[src/rtl/pcie_dll_replay_tx.sv]
// PCIe data-link-layer transmit replay engine: buffers every TLP word, forwards it to the link
// through a registered output stage, frees TLPs on ack and replays unacked TLPs on nack/timeout.
module pcie_dll_replay_tx #(
  parameter int DATA_W     = 32,
  parameter int DEPTH      = 64,
  parameter int MAX_TLP    = 8,
  parameter int TIMEOUT    = 1024,
  parameter int REPLAY_MAX = 4
) (
  input  logic                           clk,
  input  logic                           rst,
  input  logic [DATA_W-1:0]              tlp_data_i,
  input  logic                           tlp_valid_i,
  input  logic                           tlp_last_i,
  output logic                           tlp_ready_o,
  output logic [DATA_W-1:0]              link_data_o,
  output logic                           link_valid_o,
  output logic                           link_last_o,
  input  logic                           link_ready_i,
  input  logic                           ack_i,
  input  logic                           nack_i,
  output logic [$clog2(MAX_TLP+1)-1:0]   unacked_o,
  output logic                           replay_o,
  output logic                           link_err_o
);

  localparam int AW = $clog2(DEPTH);
  localparam int PW = AW + 1;
  localparam int CW = $clog2(MAX_TLP + 1);
  localparam int QW = (MAX_TLP > 1) ? $clog2(MAX_TLP) : 1;
  localparam int TW = $clog2(TIMEOUT + 1);
  localparam int RW = $clog2(REPLAY_MAX + 1);

  typedef enum logic [1:0] {
    ST_SEND,
    ST_REWIND,
    ST_ERROR
  } state_t;

  state_t              state_q, state_d;
  logic [PW-1:0]       wr_ptr_q, wr_ptr_d, rd_ptr_q, rd_ptr_d, ack_ptr_q, ack_ptr_d;
  logic [QW-1:0]       eq_head_q, eq_head_d, eq_tail_q, eq_tail_d;
  logic [CW-1:0]       tlp_cnt_q, tlp_cnt_d, unacked_q, unacked_d, unacked_after;
  logic [TW-1:0]       timer_q, timer_d;
  logic [RW-1:0]       replay_cnt_q, replay_cnt_d, replay_nxt;
  logic                pend_q, pend_d, mid_q, mid_d;
  logic [DATA_W-1:0]   link_data_q, link_data_d;
  logic                link_valid_q, link_valid_d, link_last_q, link_last_d;

  logic [DATA_W:0]     mem [DEPTH];
  logic [PW-1:0]       end_mem [MAX_TLP];

  logic                full, wr_en, push, ack_take, nack_take, timeout_hit;
  logic                link_accept, stage_free, bypass, fetch;
  logic [DATA_W:0]     fetch_word;

  function automatic logic [QW-1:0] q_inc(input logic [QW-1:0] idx);
    return (idx == QW'(MAX_TLP - 1)) ? '0 : idx + 1'b1;
  endfunction

  assign full        = (wr_ptr_q - ack_ptr_q) == PW'(DEPTH);
  assign tlp_ready_o = !full && (tlp_cnt_q < CW'(MAX_TLP)) && (state_q != ST_ERROR);
  assign wr_en       = tlp_valid_i && tlp_ready_o;
  assign push        = wr_en && tlp_last_i;

  // Ack is applied first; nack and timeout are judged against the post-ack count.
  assign ack_take      = ack_i && (unacked_q != '0) && (state_q != ST_ERROR);
  assign unacked_after = unacked_q - CW'(ack_take);
  assign nack_take     = nack_i && (unacked_after != '0) && (state_q != ST_ERROR);
  assign timeout_hit   = (timer_q == TW'(TIMEOUT - 1)) && (unacked_after != '0) && !ack_take;

  assign link_accept = link_valid_q && link_ready_i;
  assign stage_free  = !link_valid_q || link_ready_i;
  // Cut-through: when nothing is buffered ahead, take the incoming word straight from the input.
  assign bypass      = (rd_ptr_q == wr_ptr_q);
  assign fetch_word  = bypass ? {tlp_last_i, tlp_data_i} : mem[rd_ptr_q[AW-1:0]];
  assign fetch       = (state_q == ST_SEND) && stage_free && (!bypass || wr_en)
                       && (!pend_q || mid_q);
  assign replay_nxt  = replay_cnt_q + 1'b1;

  // NOTE: every signal gets a default at the top of the block so no path can infer a latch.
  always_comb begin
    state_d      = state_q;
    wr_ptr_d     = wr_ptr_q + PW'(wr_en);
    rd_ptr_d     = rd_ptr_q;
    ack_ptr_d    = ack_ptr_q;
    eq_head_d    = eq_head_q;
    eq_tail_d    = push ? q_inc(eq_tail_q) : eq_tail_q;
    tlp_cnt_d    = tlp_cnt_q + CW'(push) - CW'(ack_take);
    unacked_d    = unacked_after + CW'(link_accept && link_last_q);
    timer_d      = (unacked_q == '0 || ack_i || nack_i || timeout_hit) ? '0 : timer_q + 1'b1;
    replay_cnt_d = replay_cnt_q;
    pend_d       = pend_q || nack_take || timeout_hit;
    mid_d        = mid_q;
    link_data_d  = link_data_q;
    link_valid_d = link_valid_q;
    link_last_d  = link_last_q;

    if (ack_take) begin
      ack_ptr_d = end_mem[eq_head_q];
      eq_head_d = q_inc(eq_head_q);
    end

    if (fetch) begin
      link_valid_d = 1'b1;
      link_data_d  = fetch_word[DATA_W-1:0];
      link_last_d  = fetch_word[DATA_W];
      rd_ptr_d     = rd_ptr_q + 1'b1;
      mid_d        = !fetch_word[DATA_W];
    end else if (link_accept) begin
      link_valid_d = 1'b0;
    end

    case (state_q)
      ST_SEND: begin
        if (pend_q && !mid_q && !link_valid_q) state_d = ST_REWIND;
      end
      ST_REWIND: begin
        rd_ptr_d     = ack_ptr_d;
        unacked_d    = '0;
        timer_d      = '0;
        pend_d       = 1'b0;
        mid_d        = 1'b0;
        replay_cnt_d = replay_nxt;
        state_d      = (replay_nxt >= RW'(REPLAY_MAX)) ? ST_ERROR : ST_SEND;
      end
      default: begin
        link_valid_d = 1'b0;
        pend_d       = 1'b0;
      end
    endcase

    if (ack_take) replay_cnt_d = '0;
  end

  // NOTE: registered state uses non-blocking assignments so every flop samples pre-edge values.
  always_ff @(posedge clk or posedge rst) begin
    if (rst) begin
      state_q      <= ST_SEND;
      wr_ptr_q     <= '0;
      rd_ptr_q     <= '0;
      ack_ptr_q    <= '0;
      eq_head_q    <= '0;
      eq_tail_q    <= '0;
      tlp_cnt_q    <= '0;
      unacked_q    <= '0;
      timer_q      <= '0;
      replay_cnt_q <= '0;
      pend_q       <= 1'b0;
      mid_q        <= 1'b0;
      link_data_q  <= '0;
      link_valid_q <= 1'b0;
      link_last_q  <= 1'b0;
    end else begin
      state_q      <= state_d;
      wr_ptr_q     <= wr_ptr_d;
      rd_ptr_q     <= rd_ptr_d;
      ack_ptr_q    <= ack_ptr_d;
      eq_head_q    <= eq_head_d;
      eq_tail_q    <= eq_tail_d;
      tlp_cnt_q    <= tlp_cnt_d;
      unacked_q    <= unacked_d;
      timer_q      <= timer_d;
      replay_cnt_q <= replay_cnt_d;
      pend_q       <= pend_d;
      mid_q        <= mid_d;
      link_data_q  <= link_data_d;
      link_valid_q <= link_valid_d;
      link_last_q  <= link_last_d;
    end
  end

  // NOTE: storage arrays are not reset; pointers alone define which entries are meaningful.
  always_ff @(posedge clk) begin
    if (wr_en) mem[wr_ptr_q[AW-1:0]] <= {tlp_last_i, tlp_data_i};
    if (push)  end_mem[eq_tail_q]    <= wr_ptr_q + 1'b1;
  end

  assign link_data_o  = link_data_q;
  assign link_valid_o = link_valid_q;
  assign link_last_o  = link_last_q;
  assign unacked_o    = unacked_q;
  assign replay_o     = (state_q == ST_REWIND);
  assign link_err_o   = (state_q == ST_ERROR);

endmodule

[config.mk]
export PLATFORM = sky130hd
export DESIGN_NAME = pcie_dll_replay_tx
export DESIGN_NICKNAME = d
export VERILOG_FILES = /design/src/rtl/pcie_dll_replay_tx.sv
export SDC_FILE = /design/constraint.sdc
export NUM_CORES = 2
export LEC_CHECK = 0
export BUFFER_PORTS_ARGS = -buffer_cell sky130_fd_sc_hd__clkbuf_2
export CORE_MARGIN = 1.5
export CORE_UTILIZATION = 40
export CTS_CLUSTER_SIZE = 24
export DETAILED_ROUTE_END_ITERATION = 8
export HOLD_SLACK_MARGIN = 0.12
export SYNTH_ARGS = -nofsm -noshare
export SYNTH_HDL_FRONTEND = slang
export SYNTH_SLANG_ARGS = --single-unit
[constraint.sdc]
create_clock -name clk -period 5.8 [get_ports clk]
set_clock_uncertainty 0.05 [all_clocks]
set_input_delay 0.58 -clock clk [delete_from_list [all_inputs] [get_ports clk]]
set_output_delay 0.58 -clock clk [all_outputs]
set_load 0.01 [all_outputs]
# Word level (Yosys, flattened, before mapping)
# Memory sizes are Yosys's and may differ from the RTL's.
# Cells that the tools add are included.
# classes
eq_ne,10
n_lt_le_gt_ge,2
muxes,24
n_addsub,12
n_reduce_logical,41
# ops
cell,n
$mux 33,1
$mux 11,2
$mux 7,3
$logic_and 1x1->1,17
$add 7x1->7 const B,2
$mux 3,4
$add 11x1->11 const B,1
$eq 11x10->1 const B,1
$mux 1,10
$add 3x1->3 const B,3
$add 4x1->4,2
$logic_or 1x1->1,8
$reduce_bool 4->1,2
$sub 4x1->4,2
$add 7x1->7,1
$eq 7x7->1,1
$eq 7x7->1 const B,1
$logic_not 1->1,7
$sub 7x7->7,1
$eq 3x3->1 const B,2
$reduce_bool 2->1,3
$logic_not 4->1,1
$lt 4x4->1 const B,1
$mux 2,2
other kinds (11),11
# word_totals
ram_bits,2168
register_bits,87
n_memories,2
word_cells,106
out_inout_bits,41
in_bits,39
# mem_list
name,depth,width,rd,rd_ports_with_merged_regs,wr,line,rtl
mem,64,33,1,0,1,50,logic [DATA_W:0] mem [DEPTH];
end_mem,8,7,1,0,1,51,logic [PW-1:0] end_mem [MAX_TLP];

# Depth between registers and ports, before layout
# depth
depth_word,11
depth_mapped,16
depth_no_buf,14

# Least setup slack after synthesis
# OpenSTA, ideal clock, no wires.
# synth_timing
path_type,reg-to-reg
start,register wr_ptr_q[3]
end,"memory mem[10][0] in the netlist's numbering, enable pin"
path_buffers,1
arrival_ns,3.613
path_stages_with_launch,9
slack_ns,1.714
period_less_slack_ns,4.086
setup_time_ns,0.423
required_time_ns,5.327
path_cell_list,dfrtp_1 -> ha_1 -> a2111o_1 -> or3_1 -> o2111a_1 -> nor2_2 -> buf_6 -> nand3_1 -> nor2_1
# synth_via
elab_chain_cells,8
# synth_lines
element,line,rtl
from (decl),41,"logic [PW-1:0] wr_ptr_q, wr_ptr_d, rd_ptr_q, rd_ptr_d, ack_ptr_q, ack_ptr_d;"
from (signal assigned),156,wr_ptr_q <= wr_ptr_d;
$sub 7x7->7,61,assign full = (wr_ptr_q - ack_ptr_q) == PW'(DEPTH);
$eq 7x7->1,61,
$logic_not 1->1,62,assign tlp_ready_o = !full && (tlp_cnt_q < CW'(MAX_TLP)) && (state_q != ST_ERROR);
$logic_and 1x1->1 (2 in series),62,
$logic_and 1x1->1,63,assign wr_en = tlp_valid_i && tlp_ready_o;
$mux 1,175,"if (wr_en) mem[wr_ptr_q[AW-1:0]] <= {tlp_last_i, tlp_data_i};"
$mux 1 (implied by the code),175,
to (decl),50,
# Parallel ways exist; a longest one is shown, timed or not.

# Final worst setup path
# layout_timing
start,register wr_ptr_q[3]
end,"memory mem[4][18] in the netlist's numbering, enable pin"
# Same word-level chain as after synthesis.

==> flow_summary.ini <==
[detailed_routing]
antenna_left = 0
avgViaCountPerCell = 5.81
drcViolationCount = 0
dr.pass1.iters = 5
post_drt_wl_per_cell_um = 31.6
vias = 42100
initialDrtViolationCount = 5716
wirelength_um = 229000

[clocking]
cts_hold_buf = 4
cts_tree = yes
cts_resized = 0
clock_latency_ns = 0.86
cts_buffers = 221
clock_path_buffers = 3
cts_sinks = 2255
path_clk_slew_ns = 0.06
htree_levels = 4
postCtsSetupBuffers = 0
cts_root_buffer = clkbuf_16

[final_layout]
fin_nets = 4265
syn_to_final_growth_pct = 14.0
drive_above_1_share_pct = 27.7

[logic_synthesis]
ys.warnings.count = 0
netlist_area_um2 = 86900
avgSynthCellArea_um2 = 22.1
yosysUniqueCellTypes = 65
async_flop_share_pct = 3.86
syn_nets = 3993
synth_edf_count = 2168
synthCells = 3929
yosysSeqAreaShare_pct = 77.4
ys_ff_latch = 2255
yosys_most_used_dff = edfxtp_1

[worst_setup_path]
crit_path_top_delay_cell = nor2_4
reg2reg_depth = 8
critPathMaxStageDelay_ns = 0.89
setup.worst_path.end_class = register
cp-start-kind = register
arrival_ns = 5.42
critical_path_class = reg -> reg
path_cells = ha_1 -> a2111o_1 -> or3_1 -> o2111a_1 -> nor2_2 -> nand3b_1 -> nor2_4 -> buf_4
critPathMaxFanout = 19
cp.required_ns = 6.29

[sta]
fmax_mhz = 203
final_hold_viol_count = 0
min_period_ns = 4.93
slew_headroom_pct = 18.2
rsz0062_at_grt = false
fin_crit_sh_pct = 85.0
slew_violations = 0
setup_viol = 0
max_slew.worst_pin.slew_ns = 1.20
setup_tns_ns = 0

[floorplan]
rows = 170
die_w_um = 469
initial_core_util_pct = 40.4
dieArea_um2 = 220000
ios = 80
die_h_um = 469
core_um2 = 215000

[power]
irDropWorstVdd_mv = 0.385
finalPower_mw = 47.5
pwr_density_cell_nw_per_um2 = 479
p_leak_nw = 31.5

[global_route]
antenna_found_initial = 18
grt_usage_pct = 20.8
grt_pass1_wl_um = 323000
grt_pass1_vias = 41800
grt_overflow = 0
grt_max_degree = 101

[run_status]
status = finished clean

[run]
drv_cap = 0

[place]
place.detailed.hpwl_um = 135000
io_buffers = 79
routabilityCongestion = 0.924

[worst_hold_path]
hold_class = in -> reg
holdPathStages = 1
## cells in the mapped netlist, types with 4 or more instances
cell type | count | share of area (%)
nand2b_1 | 13 | 0.094
inv_1 | 23 | 0.099
nor3_1 | 12 | 0.069
o31ai_1 | 30 | 0.26
edfxtp_1 | 2168 | 75
o211ai_1 | 62 | 0.54
a31oi_1 | 6 | 0.043
nor4_1 | 5 | 0.036
nand3_1 | 20 | 0.12
dfrtp_1 | 87 | 2.5
a21oi_1 | 17 | 0.098
mux2i_1 | 142 | 1.6
or3_1 | 6 | 0.043
buf_1 | 8 | 0.035
clkbuf_1 | 61 | 0.26
a21o_1 | 4 | 0.035
xor2_1 | 16 | 0.16
xnor2_1 | 21 | 0.21
mux4_2 | 539 | 14
a22oi_1 | 59 | 0.51
a211oi_1 | 28 | 0.24
ha_1 | 24 | 0.35
mux2_2 | 12 | 0.16
o21ai_0 | 18 | 0.10
nor2_1 | 153 | 0.66
nand3b_1 | 4 | 0.035
buf_4 | 23 | 0.20
buf_2 | 107 | 0.62
nand2_1 | 58 | 0.25
buf_6 | 14 | 0.18
o21bai_1 | 25 | 0.22
and3_1 | 6 | 0.043
a211o_1 | 4 | 0.040
nor2b_1 | 11 | 0.079
o22ai_1 | 99 | 0.71
## worst max-delay path: cells and delay by family, from the launching register on
family	cells	cell delay, ns
AOI/OAI and AO/OA	2	0.63
adders and majority gates	1	0.38
buffers and inverters	1	0.40
DFF	1	0.66
and+or+nand+nor	4	2.44
## flip-flops by register name, indices dropped and copies added, names as in the netlist
name          flops
link_last_o       1
link_data_o      32
timer_q          11
replay_cnt_q      3
mem            2112
link_valid_o      1
tlp_cnt_q         4
end_mem          56
eq_tail_q         3
state_q           2
eq_head_q         3
ack_ptr_q         7
pend_q            1
unacked_o         4
rd_ptr_q          7
mid_q             1
wr_ptr_q          7
## worst paths after layout
| path | from | slack, ns | end |
|---|---|---|---|
| max | wr_ptr_q[3]$_DFF_PP0_ | 0.87 | mem[4][18]$_DFFE_PP_ |
| min | tlp_data_i[14] | 0.23 | mem[51][14]$_DFFE_PP_ |
| min reg2reg | tlp_cnt_q[0]$_DFF_PP0_ | 0.43 | tlp_cnt_q[0]$_DFF_PP0_ |
| min in group asynchronous | rst | 0.29 | link_data_o[2]$_DFFE_PP0P_ |
| max reg2reg | wr_ptr_q[3]$_DFF_PP0_ | 0.87 | mem[4][18]$_DFFE_PP_ |
| max in group asynchronous | rst | 4.02 | rd_ptr_q[0]$_DFFE_PP0P_ |
## metal layers
metal	global-route usage (%)	vias to the layer above	share of wire, %
li1	-	17200	-
met1	31.2	22700	43
met2	30.8	1924	45
met3	4.01	285	8.8
met4	6.55	6	3.0
met5	0	-	0.018
## area by class of cell
class	count	area, um2
diodes	6	15.0
flip-flops and latches	2255	67300
repair buffers	263	1950
clock inverters	139	1430
well taps	2838	3550
clock buffers	279	5780
fillers	17800	116000
inverters	25	96.3
multi-input cells	1435	18900
## through the flow
stage	util (%)	area (um2)	setup slack, ns	std cells	hold slack (ns)
global placement	42.6	91800	1.03	6812	0.413
floorplan	-	86900	1.71	3929	0.403
CTS	46.0	99000	0.936	7234	0.193
finish	46.0	99000	0.870	7240	0.229
global route	46.0	99000	0.722	7235	0.223
detailed placement	42.6	91800	0.967	6812	0.421
## placed cells by master (no fill, tap or decap), types with 12 or more instances in the layout
cell and n:
o21bai_1 25, inv_1 22, a21oi_1 17, clkinv_2 41, o31ai_1 30, nor2_4 67, nand3_1 18, xnor2_1 21
mux2i_1 142, clkbuf_1 55, dfrtp_1 83, o22ai_1 99, clkbuf_2 79, nand2b_1 12, ha_1 24, bufinv_16 23
nor2_1 85, buf_12 13, mux4_2 539, mux2_2 12, xor2_1 16, nor3_1 12, edfxtp_1 2168, a211oi_1 28
nand2_1 54, a22oi_1 59, clkinv_1 48, o21ai_0 18, buf_4 167, o211ai_1 62, clkbuf_16 221
## cell families (layout without fill, tap and decap cells)
group           Yosys count  after routing  share of synthesized area [%]
compound gates          371            371                           3.00
flops                  2255           2255                           77.4
simple gates            307            307                           1.61
fa+ha+maj                25             25                          0.369
xor+xnor                 37             37                          0.373
mux                     695            695                           15.8
other cells               0              6                              0
buf+inv                 239            706                           1.42
## where the power goes
| part | switching [mW] | internal [mW] | total (mW) |
|---|---|---|---|
| Sequential | 0.672 | 18.5 | 19.2 |
| Clock | 6.18 | 8.11 | 14.3 |
| Combinational | 8.51 | 5.46 | 14.0 |
| Total | 15.4 | 32.1 | 47.5 |
No activity file was read; power rests on OpenSTA's default activity.
